`config.mk`:
```
export PLATFORM = sky130hd
export DESIGN_NAME = alu_operand_stage
export DESIGN_NICKNAME = d
export VERILOG_FILES = /design/src/rtl/alu_operand_stage.sv
export SDC_FILE = /design/constraint.sdc
export NUM_CORES = 1
export LEC_CHECK = 0
export ABC_AREA = 0
export BUFFER_PORTS_ARGS = -buffer_cell sky130_fd_sc_hd__buf_2
export CAP_MARGIN = 25
export CORE_MARGIN = 4
export CORE_UTILIZATION = 54
export CTS_CLUSTER_DIAMETER = 120
export DETAILED_ROUTE_END_ITERATION = 10
export GPL_TIMING_DRIVEN = 0
export PLACE_DENSITY = 0.94
export SETUP_SLACK_MARGIN = 0.05
export SLEW_MARGIN = 20
export SYNTH_ARGS = -nofsm -noshare
export SYNTH_HDL_FRONTEND = slang
export SYNTH_SLANG_ARGS = --single-unit
```
`constraint.sdc`:
```
create_clock -name clk_i -period 8.5 [get_ports clk_i]
set_input_delay 1.7 -clock clk_i [delete_from_list [all_inputs] [get_ports clk_i]]
set_output_delay 1.7 -clock clk_i [all_outputs]
set_load 0.1 [all_outputs]
```
`src/rtl/alu_operand_stage.sv`:
```
// ============================================================================
// alu_operand_stage
//
// Operand preparation stage in front of the RV32I ALU. Accepts an instruction
// word and PC, reads rs1/rs2 from a synchronous-read register file, decodes
// the instruction and presents fully prepared operands A/B plus an ALU
// operation code behind a valid/ready handshake. Immediate selection, sign
// extension and shift-amount masking all happen here, so the ALU only ever
// computes "A op B".
//
// Optional feature (macro OPERAND_FWD_EN): adds a write-back bypass port
// (wb_en_i / wb_addr_i / wb_data_i). When defined, a matching non-zero
// write-back address overrides the register-file data for rs1/rs2 at capture
// time. Without the macro the ports are absent.
//
// Ports:
//   clk_i, reset_i        clock (rising edge), asynchronous active-high reset
//   valid_i / ready_o     request handshake from the control matrix
//   ir_i, pc_i            instruction word and PC, sampled on acceptance
//   rf_rd_en_o            register file read strobe (one cycle)
//   rf_rs1_o, rf_rs2_o    register file read indices
//   rf_data1_i/2_i        register file read data, one cycle after the strobe
//   a_o, b_o              prepared ALU operands
//   func_op_o             ALU operation
//   rd_o                  destination register index passthrough
//   illegal_o             instruction not decodable by this stage
//   op_valid_o/op_ready_i output handshake towards the ALU
//   wb_en_i/wb_addr_i/wb_data_i  write-back bypass (OPERAND_FWD_EN only)
// ============================================================================

package alu_operand_pkg;
    typedef enum logic [3:0] {
        AddOp  = 4'd0,
        SubOp  = 4'd1,
        SllOp  = 4'd2,
        SltOp  = 4'd3,
        SltuOp = 4'd4,
        XorOp  = 4'd5,
        SrlOp  = 4'd6,
        SraOp  = 4'd7,
        OrOp   = 4'd8,
        AndOp  = 4'd9
    } ALU_Ops;
endpackage

module alu_operand_stage
    import alu_operand_pkg::*;
#(
    parameter int unsigned DATA_WIDTH    = 32,
    parameter int unsigned RF_ADDR_WIDTH = 5
) (
    input  logic                     clk_i,
    input  logic                     reset_i,
    input  logic                     valid_i,
    output logic                     ready_o,
    input  logic [DATA_WIDTH-1:0]    ir_i,
    input  logic [DATA_WIDTH-1:0]    pc_i,
    output logic                     rf_rd_en_o,
    output logic [RF_ADDR_WIDTH-1:0] rf_rs1_o,
    output logic [RF_ADDR_WIDTH-1:0] rf_rs2_o,
    input  logic [DATA_WIDTH-1:0]    rf_data1_i,
    input  logic [DATA_WIDTH-1:0]    rf_data2_i,
`ifdef OPERAND_FWD_EN
    input  logic                     wb_en_i,
    input  logic [RF_ADDR_WIDTH-1:0] wb_addr_i,
    input  logic [DATA_WIDTH-1:0]    wb_data_i,
`endif
    output logic [DATA_WIDTH-1:0]    a_o,
    output logic [DATA_WIDTH-1:0]    b_o,
    output ALU_Ops                   func_op_o,
    output logic [RF_ADDR_WIDTH-1:0] rd_o,
    output logic                     illegal_o,
    output logic                     op_valid_o,
    input  logic                     op_ready_i
);

    localparam logic [6:0] OpcOp     = 7'b0110011;
    localparam logic [6:0] OpcOpImm  = 7'b0010011;
    localparam logic [6:0] OpcLui    = 7'b0110111;
    localparam logic [6:0] OpcAuipc  = 7'b0010111;
    localparam logic [6:0] OpcLoad   = 7'b0000011;
    localparam logic [6:0] OpcJalr   = 7'b1100111;
    localparam logic [6:0] OpcStore  = 7'b0100011;

    typedef enum logic [1:0] {StIdle, StRead, StHold} state_e;

    state_e                   r_state;
    logic [DATA_WIDTH-1:0]    r_ir;
    logic [DATA_WIDTH-1:0]    r_pc;
    logic                     r_rd_en;
    logic [DATA_WIDTH-1:0]    r_a;
    logic [DATA_WIDTH-1:0]    r_b;
    ALU_Ops                   r_op;
    logic [RF_ADDR_WIDTH-1:0] r_rd;
    logic                     r_illegal;
    logic                     r_op_valid;

    logic [RF_ADDR_WIDTH-1:0] w_rs1_idx;
    logic [RF_ADDR_WIDTH-1:0] w_rs2_idx;
    logic [DATA_WIDTH-1:0]    w_rs1_src;
    logic [DATA_WIDTH-1:0]    w_rs2_src;
    logic [DATA_WIDTH-1:0]    w_rs1;
    logic [DATA_WIDTH-1:0]    w_rs2;
    logic [6:0]               w_opcode;
    logic [2:0]               w_funct3;
    logic [6:0]               w_funct7;
    logic                     w_is_shift;
    logic [DATA_WIDTH-1:0]    w_imm_i;
    logic [DATA_WIDTH-1:0]    w_imm_s;
    logic [DATA_WIDTH-1:0]    w_imm_u;
    logic [DATA_WIDTH-1:0]    w_a;
    logic [DATA_WIDTH-1:0]    w_b;
    ALU_Ops                   w_op;
    logic                     w_illegal;

    // funct3 -> ALU op. 'alt' is ir[30]; SUB only exists for register ops.
    function automatic ALU_Ops funct3_op(input logic [2:0] f3, input logic alt,
                                         input logic allow_sub);
        ALU_Ops op;
        unique case (f3)
            3'b000: op = (alt && allow_sub) ? SubOp : AddOp;
            3'b001: op = SllOp;
            3'b010: op = SltOp;
            3'b011: op = SltuOp;
            3'b100: op = XorOp;
            3'b101: op = alt ? SraOp : SrlOp;
            3'b110: op = OrOp;
            3'b111: op = AndOp;
        endcase
        return op;
    endfunction

    assign w_rs1_idx = r_ir[15 +: RF_ADDR_WIDTH];
    assign w_rs2_idx = r_ir[20 +: RF_ADDR_WIDTH];

`ifdef OPERAND_FWD_EN
    // A write-back landing in the same cycle wins over stale register file data.
    assign w_rs1_src = (wb_en_i && (wb_addr_i != '0) && (wb_addr_i == w_rs1_idx)) ?
                       wb_data_i : rf_data1_i;
    assign w_rs2_src = (wb_en_i && (wb_addr_i != '0) && (wb_addr_i == w_rs2_idx)) ?
                       wb_data_i : rf_data2_i;
`else
    assign w_rs1_src = rf_data1_i;
    assign w_rs2_src = rf_data2_i;
`endif

    // x0 is hardwired to zero regardless of what the register file returns.
    assign w_rs1 = (w_rs1_idx == '0) ? '0 : w_rs1_src;
    assign w_rs2 = (w_rs2_idx == '0) ? '0 : w_rs2_src;

    assign w_opcode   = r_ir[6:0];
    assign w_funct3   = r_ir[14:12];
    assign w_funct7   = r_ir[31:25];
    assign w_is_shift = (w_funct3 == 3'b001) || (w_funct3 == 3'b101);

    assign w_imm_i = DATA_WIDTH'($signed(r_ir[31:20]));
    assign w_imm_s = DATA_WIDTH'($signed({r_ir[31:25], r_ir[11:7]}));
    assign w_imm_u = DATA_WIDTH'($signed({r_ir[31:12], 12'b0}));

    always_comb begin
        w_a       = '0;
        w_b       = '0;
        w_op      = AddOp;
        w_illegal = 1'b0;
        case (w_opcode)
            OpcOp: begin
                if ((w_funct7 == 7'b0000000) || (w_funct7 == 7'b0100000)) begin
                    w_a  = w_rs1;
                    w_b  = w_is_shift ? DATA_WIDTH'(w_rs2[4:0]) : w_rs2;
                    w_op = funct3_op(w_funct3, r_ir[30], 1'b1);
                end else begin
                    w_illegal = 1'b1;
                end
            end
            OpcOpImm: begin
                w_a  = w_rs1;
                w_b  = w_is_shift ? DATA_WIDTH'(r_ir[24:20]) : w_imm_i;
                w_op = funct3_op(w_funct3, r_ir[30], 1'b0);
            end
            OpcLui: begin
                w_b = w_imm_u;
            end
            OpcAuipc: begin
                w_a = r_pc;
                w_b = w_imm_u;
            end
            OpcLoad, OpcJalr: begin
                w_a = w_rs1;
                w_b = w_imm_i;
            end
            OpcStore: begin
                w_a = w_rs1;
                w_b = w_imm_s;
            end
            default: begin
                w_illegal = 1'b1;
            end
        endcase
    end

    // READ spans two cycles: the strobe cycle (r_rd_en high) and the cycle in
    // which the synchronous register file presents its data.
    always_ff @(posedge clk_i or posedge reset_i) begin
        if (reset_i) begin
            r_state    <= StIdle;
            r_ir       <= '0;
            r_pc       <= '0;
            r_rd_en    <= 1'b0;
            r_a        <= '0;
            r_b        <= '0;
            r_op       <= AddOp;
            r_rd       <= '0;
            r_illegal  <= 1'b0;
            r_op_valid <= 1'b0;
        end else begin
            case (r_state)
                StIdle: begin
                    if (valid_i) begin
                        r_ir    <= ir_i;
                        r_pc    <= pc_i;
                        r_rd_en <= 1'b1;
                        r_state <= StRead;
                    end
                end
                StRead: begin
                    if (r_rd_en) begin
                        r_rd_en <= 1'b0;
                    end else begin
                        r_a        <= w_a;
                        r_b        <= w_b;
                        r_op       <= w_op;
                        r_rd       <= r_ir[7 +: RF_ADDR_WIDTH];
                        r_illegal  <= w_illegal;
                        r_op_valid <= 1'b1;
                        r_state    <= StHold;
                    end
                end
                StHold: begin
                    if (op_ready_i) begin
                        r_op_valid <= 1'b0;
                        r_state    <= StIdle;
                    end
                end
                default: begin
                    r_state <= StIdle;
                end
            endcase
        end
    end

    assign ready_o    = (r_state == StIdle) && !reset_i;
    assign rf_rd_en_o = r_rd_en;
    assign rf_rs1_o   = w_rs1_idx;
    assign rf_rs2_o   = w_rs2_idx;
    assign a_o        = r_a;
    assign b_o        = r_b;
    assign func_op_o  = r_op;
    assign rd_o       = r_rd;
    assign illegal_o  = r_illegal;
    assign op_valid_o = r_op_valid;

endmodule

```
==> flow_metrics.env <==
export IMPL_power_mw=3.427
export IMPL_grt_pass1_wl_mm=27.88
export IMPL_drtPass1Iterations=5
export IMPL_dp_cells=900
export IMPL_intPower_mw=1.793
export IMPL_drt_iter0_markers=464
export IMPL_die_h_um=115.6
export IMPL_ctsHoldBuffers=0
export IMPL_rsz0062_at_grt="no"
export IMPL_p_leak_nw=4.339
export IMPL_critPathKind="in2out"
export IMPL_yosys_top_cells_count="dfrtp_1, nand2_1, mux2_2"
export IMPL_pin_count=219
export IMPL_clock_sinks=142
export IMPL_grt_usage_pct=27.43
export IMPL_final_setup_viol_count=0
export IMPL_worst_pin_slew_ns=0.7266
export IMPL_fin_tns_setup_ns=0
export IMPL_ys_flop_type="dfrtp_1"
export IMPL_grt_antenna_before_repair=2
export IMPL_final_core_util_pct=71.74
export IMPL_cp_start_kind="primary input"
export IMPL_sequentialPowerShare_pct=32.3
export IMPL_die_w_um=115.6
export IMPL_worstHoldStart="illegal_o$_DFFE_PP0P_"
export IMPL_synth_edf_count=0
export IMPL_ir_drop_uv=324.0
export IMPL_place_congestion=0.8626
export IMPL_seq_area_mm2=0.003553
export IMPL_cts_path_max_buffers=2
export IMPL_viasPerCell=5.578
export IMPL_relSlewSlack_pct=51.38
export IMPL_wirelength_mm=17.87
export IMPL_post_route_period_util_pct=48.28
export IMPL_clk_latency_ns=0.42
export IMPL_syn_cell_area_mm2=0.006253
export IMPL_ys_seq_area_share_pct=56.82
export IMPL_synth_top_cell_by_area="dfrtp_1"
export IMPL_fin_cells=932
export IMPL_cp_required_ns=6.80
export IMPL_syn_inst=538
export IMPL_num_vias=5199
export IMPL_fin_hold_ws_ns=0.4767
export IMPL_multiInputGateArea_mm2=0.002436
export IMPL_synth_top_cell_area_share_pct=56.82
export IMPL_cts_tree="built"
export IMPL_regToRegStartpoint="r_state[0]$_DFFE_PP0P_"
export IMPL_skew_ns=0.006813
export IMPL_n_antenna_cell=0
export IMPL_synth_ff_latch_count=142
export IMPL_drive_gt1_share_pct=45.25
export IMPL_post_dp_hpwl_mm=13.14
export IMPL_nFillCells=767
export IMPL_drc=0
export IMPL_drv_slew=0
export IMPL_crit_path_max_fanout=2
export IMPL_wire_per_inst_um=19.17
export IMPL_core_mm2=0.01137
export IMPL_clock_fmax_mhz=243.7
export IMPL_yosysMostFrequentCell="dfrtp_1"
export IMPL_p_comb_share_pct=45.9
export IMPL_p_sw_share_pct=47.69
export IMPL_fp_row_count=39
export IMPL_io_buffers=218
export IMPL_reg2regPathDepth=5
export IMPL_finalHoldViolations=0
export IMPL_fin_nets=908
export IMPL_finalCriticalPeriod_ns=4.103
export IMPL_htreeDepth=4
export IMPL_cts_made_buffers=17
export IMPL_async_flop_share_pct=100.0
export IMPL_syn_nets=670
export IMPL_start_util_pct=55.00
export IMPL_crit_start="reset_i"
export IMPL_cts_root_buf="clkbuf_16"
export IMPL_power_frac_clock_pct=21.9
export IMPL_ant_nets=0
export IMPL_synth_area_leaders="dfrtp_1, mux2_2, nand2_1, a22oi_1, a211o_1"
export IMPL_clkTransAtPathRegs_ns=0.06
export IMPL_yosysWarnings=0
export IMPL_ys_types=44
export IMPL_powerDensity_mw_per_mm2=420.2
export IMPL_status="complete, no violations"
export IMPL_synth_area_per_cell_um2=11.62
export IMPL_grt_pass1_vias=5402
export IMPL_post_cts_buffers=0
export IMPL_die_area_mm2=0.01337
export IMPL_worstPathArrival_ns=2.40
export IMPL_drv_cap=0
export IMPL_hold_class="reg2reg"
export IMPL_endpoint_kind="primary output"
export IMPL_whs_path_depth=1
export IMPL_synthToLayoutAreaGrowth_pct=30.43
export IMPL_grt_max_degree=95
export IMPL_p_switching_mw=1.635
export IMPL_cts_resized=0
export IMPL_grt_ovfl_total=0
-- registers in the layout (all words and copies together) (netlist names), 2 cells and up --
name	flops
rd_o	5
func_op_o	4
a_o	32
r_pc	32
r_ir	32
r_state	2
b_o	32
-- layer usage --
metal  part of all wire [%]  up-vias  GRT usage [%]  wire length (um)
met5                   0.12        -              0                21
met4                    2.6        4          10.52               465
met3                    9.9       43          9.608              1772
met2                     49      254          45.72              8774
met1                     38     2497          32.97              6838
li1                       -     2401              -                 -
-- logic make-up (layout without fill, tap and decap cells) --
kind of cell           count (synthesis)  in the layout  synth area share [%]
DFF                                  142            142                 56.82
buffers and inverters                 48            299                 4.222
muxes                                 68             68                 12.22
and+or+nand+nor                      160            160                 12.38
AOI/OAI and AO/OA                    120            120                 14.35
-- critical path, cell delays in order --
cell,delay (ns)
buf_2,0.14
nor3_1,0.12
buf_2,0.45
-- power by group through the flow --
stage	Clock, mW	Sequential, mW	Combinational (mW)
2_1_floorplan	0	1.60	0.745
3_5_place_dp	0	1.11	1.57
4_1_cts	0.758	1.11	1.58
6_report	0.749	1.11	1.57
3_3_place_gp	0	1.10	1.54
5_1_grt	0.789	1.14	1.66
-- area by class of cell --
cell class | instances | share of cell area (%)
multi-input combinational | 348 | 29.87
tap | 143 | 2.194
inverter | 4 | 0.2761
clock buffer | 18 | 5.262
sequential | 142 | 43.57
clock inverter | 14 | 2.071
buffer | 44 | 3.053
timing repair buffer | 219 | 13.71
-- placed cells by master (no fill, tap or decap), types with 9 or more instances in the layout --
cell type  instances
clkbuf_1          15
a22oi_1           37
a211o_1           19
buf_4             12
nor2_1            16
mux2_2            67
buf_2            231
clkbuf_16         17
a22o_1            11
a221o_1            9
dfrtp_1          142
nand2_1          109
o21ai_0           24
-- path summary, 6_finish.rpt --
kind | end | slack (ns)
max | ready_o | 4.40
min | illegal_o$_DFFE_PP0P_ | 0.48
max reg2reg | r_pc[19]$_DFFE_PP0P_ | 6.24
min reg2reg | illegal_o$_DFFE_PP0P_ | 0.48
max in group asynchronous | r_pc[2]$_DFFE_PP0P_ | 6.45
min in group asynchronous | b_o[9]$_DFFE_PP0P_ | 1.28
-- per-stage QoR --
step	area [um^2]	worst slack (ns)
6_report	8157	4.397
5_1_grt	8157	4.351
4_1_cts	8157	4.393
3_5_place_dp	7559	4.394
3_3_place_gp	7523	1.535
2_1_floorplan	6254	2.990
Note: power is estimated with default switching activity, not from simulation.
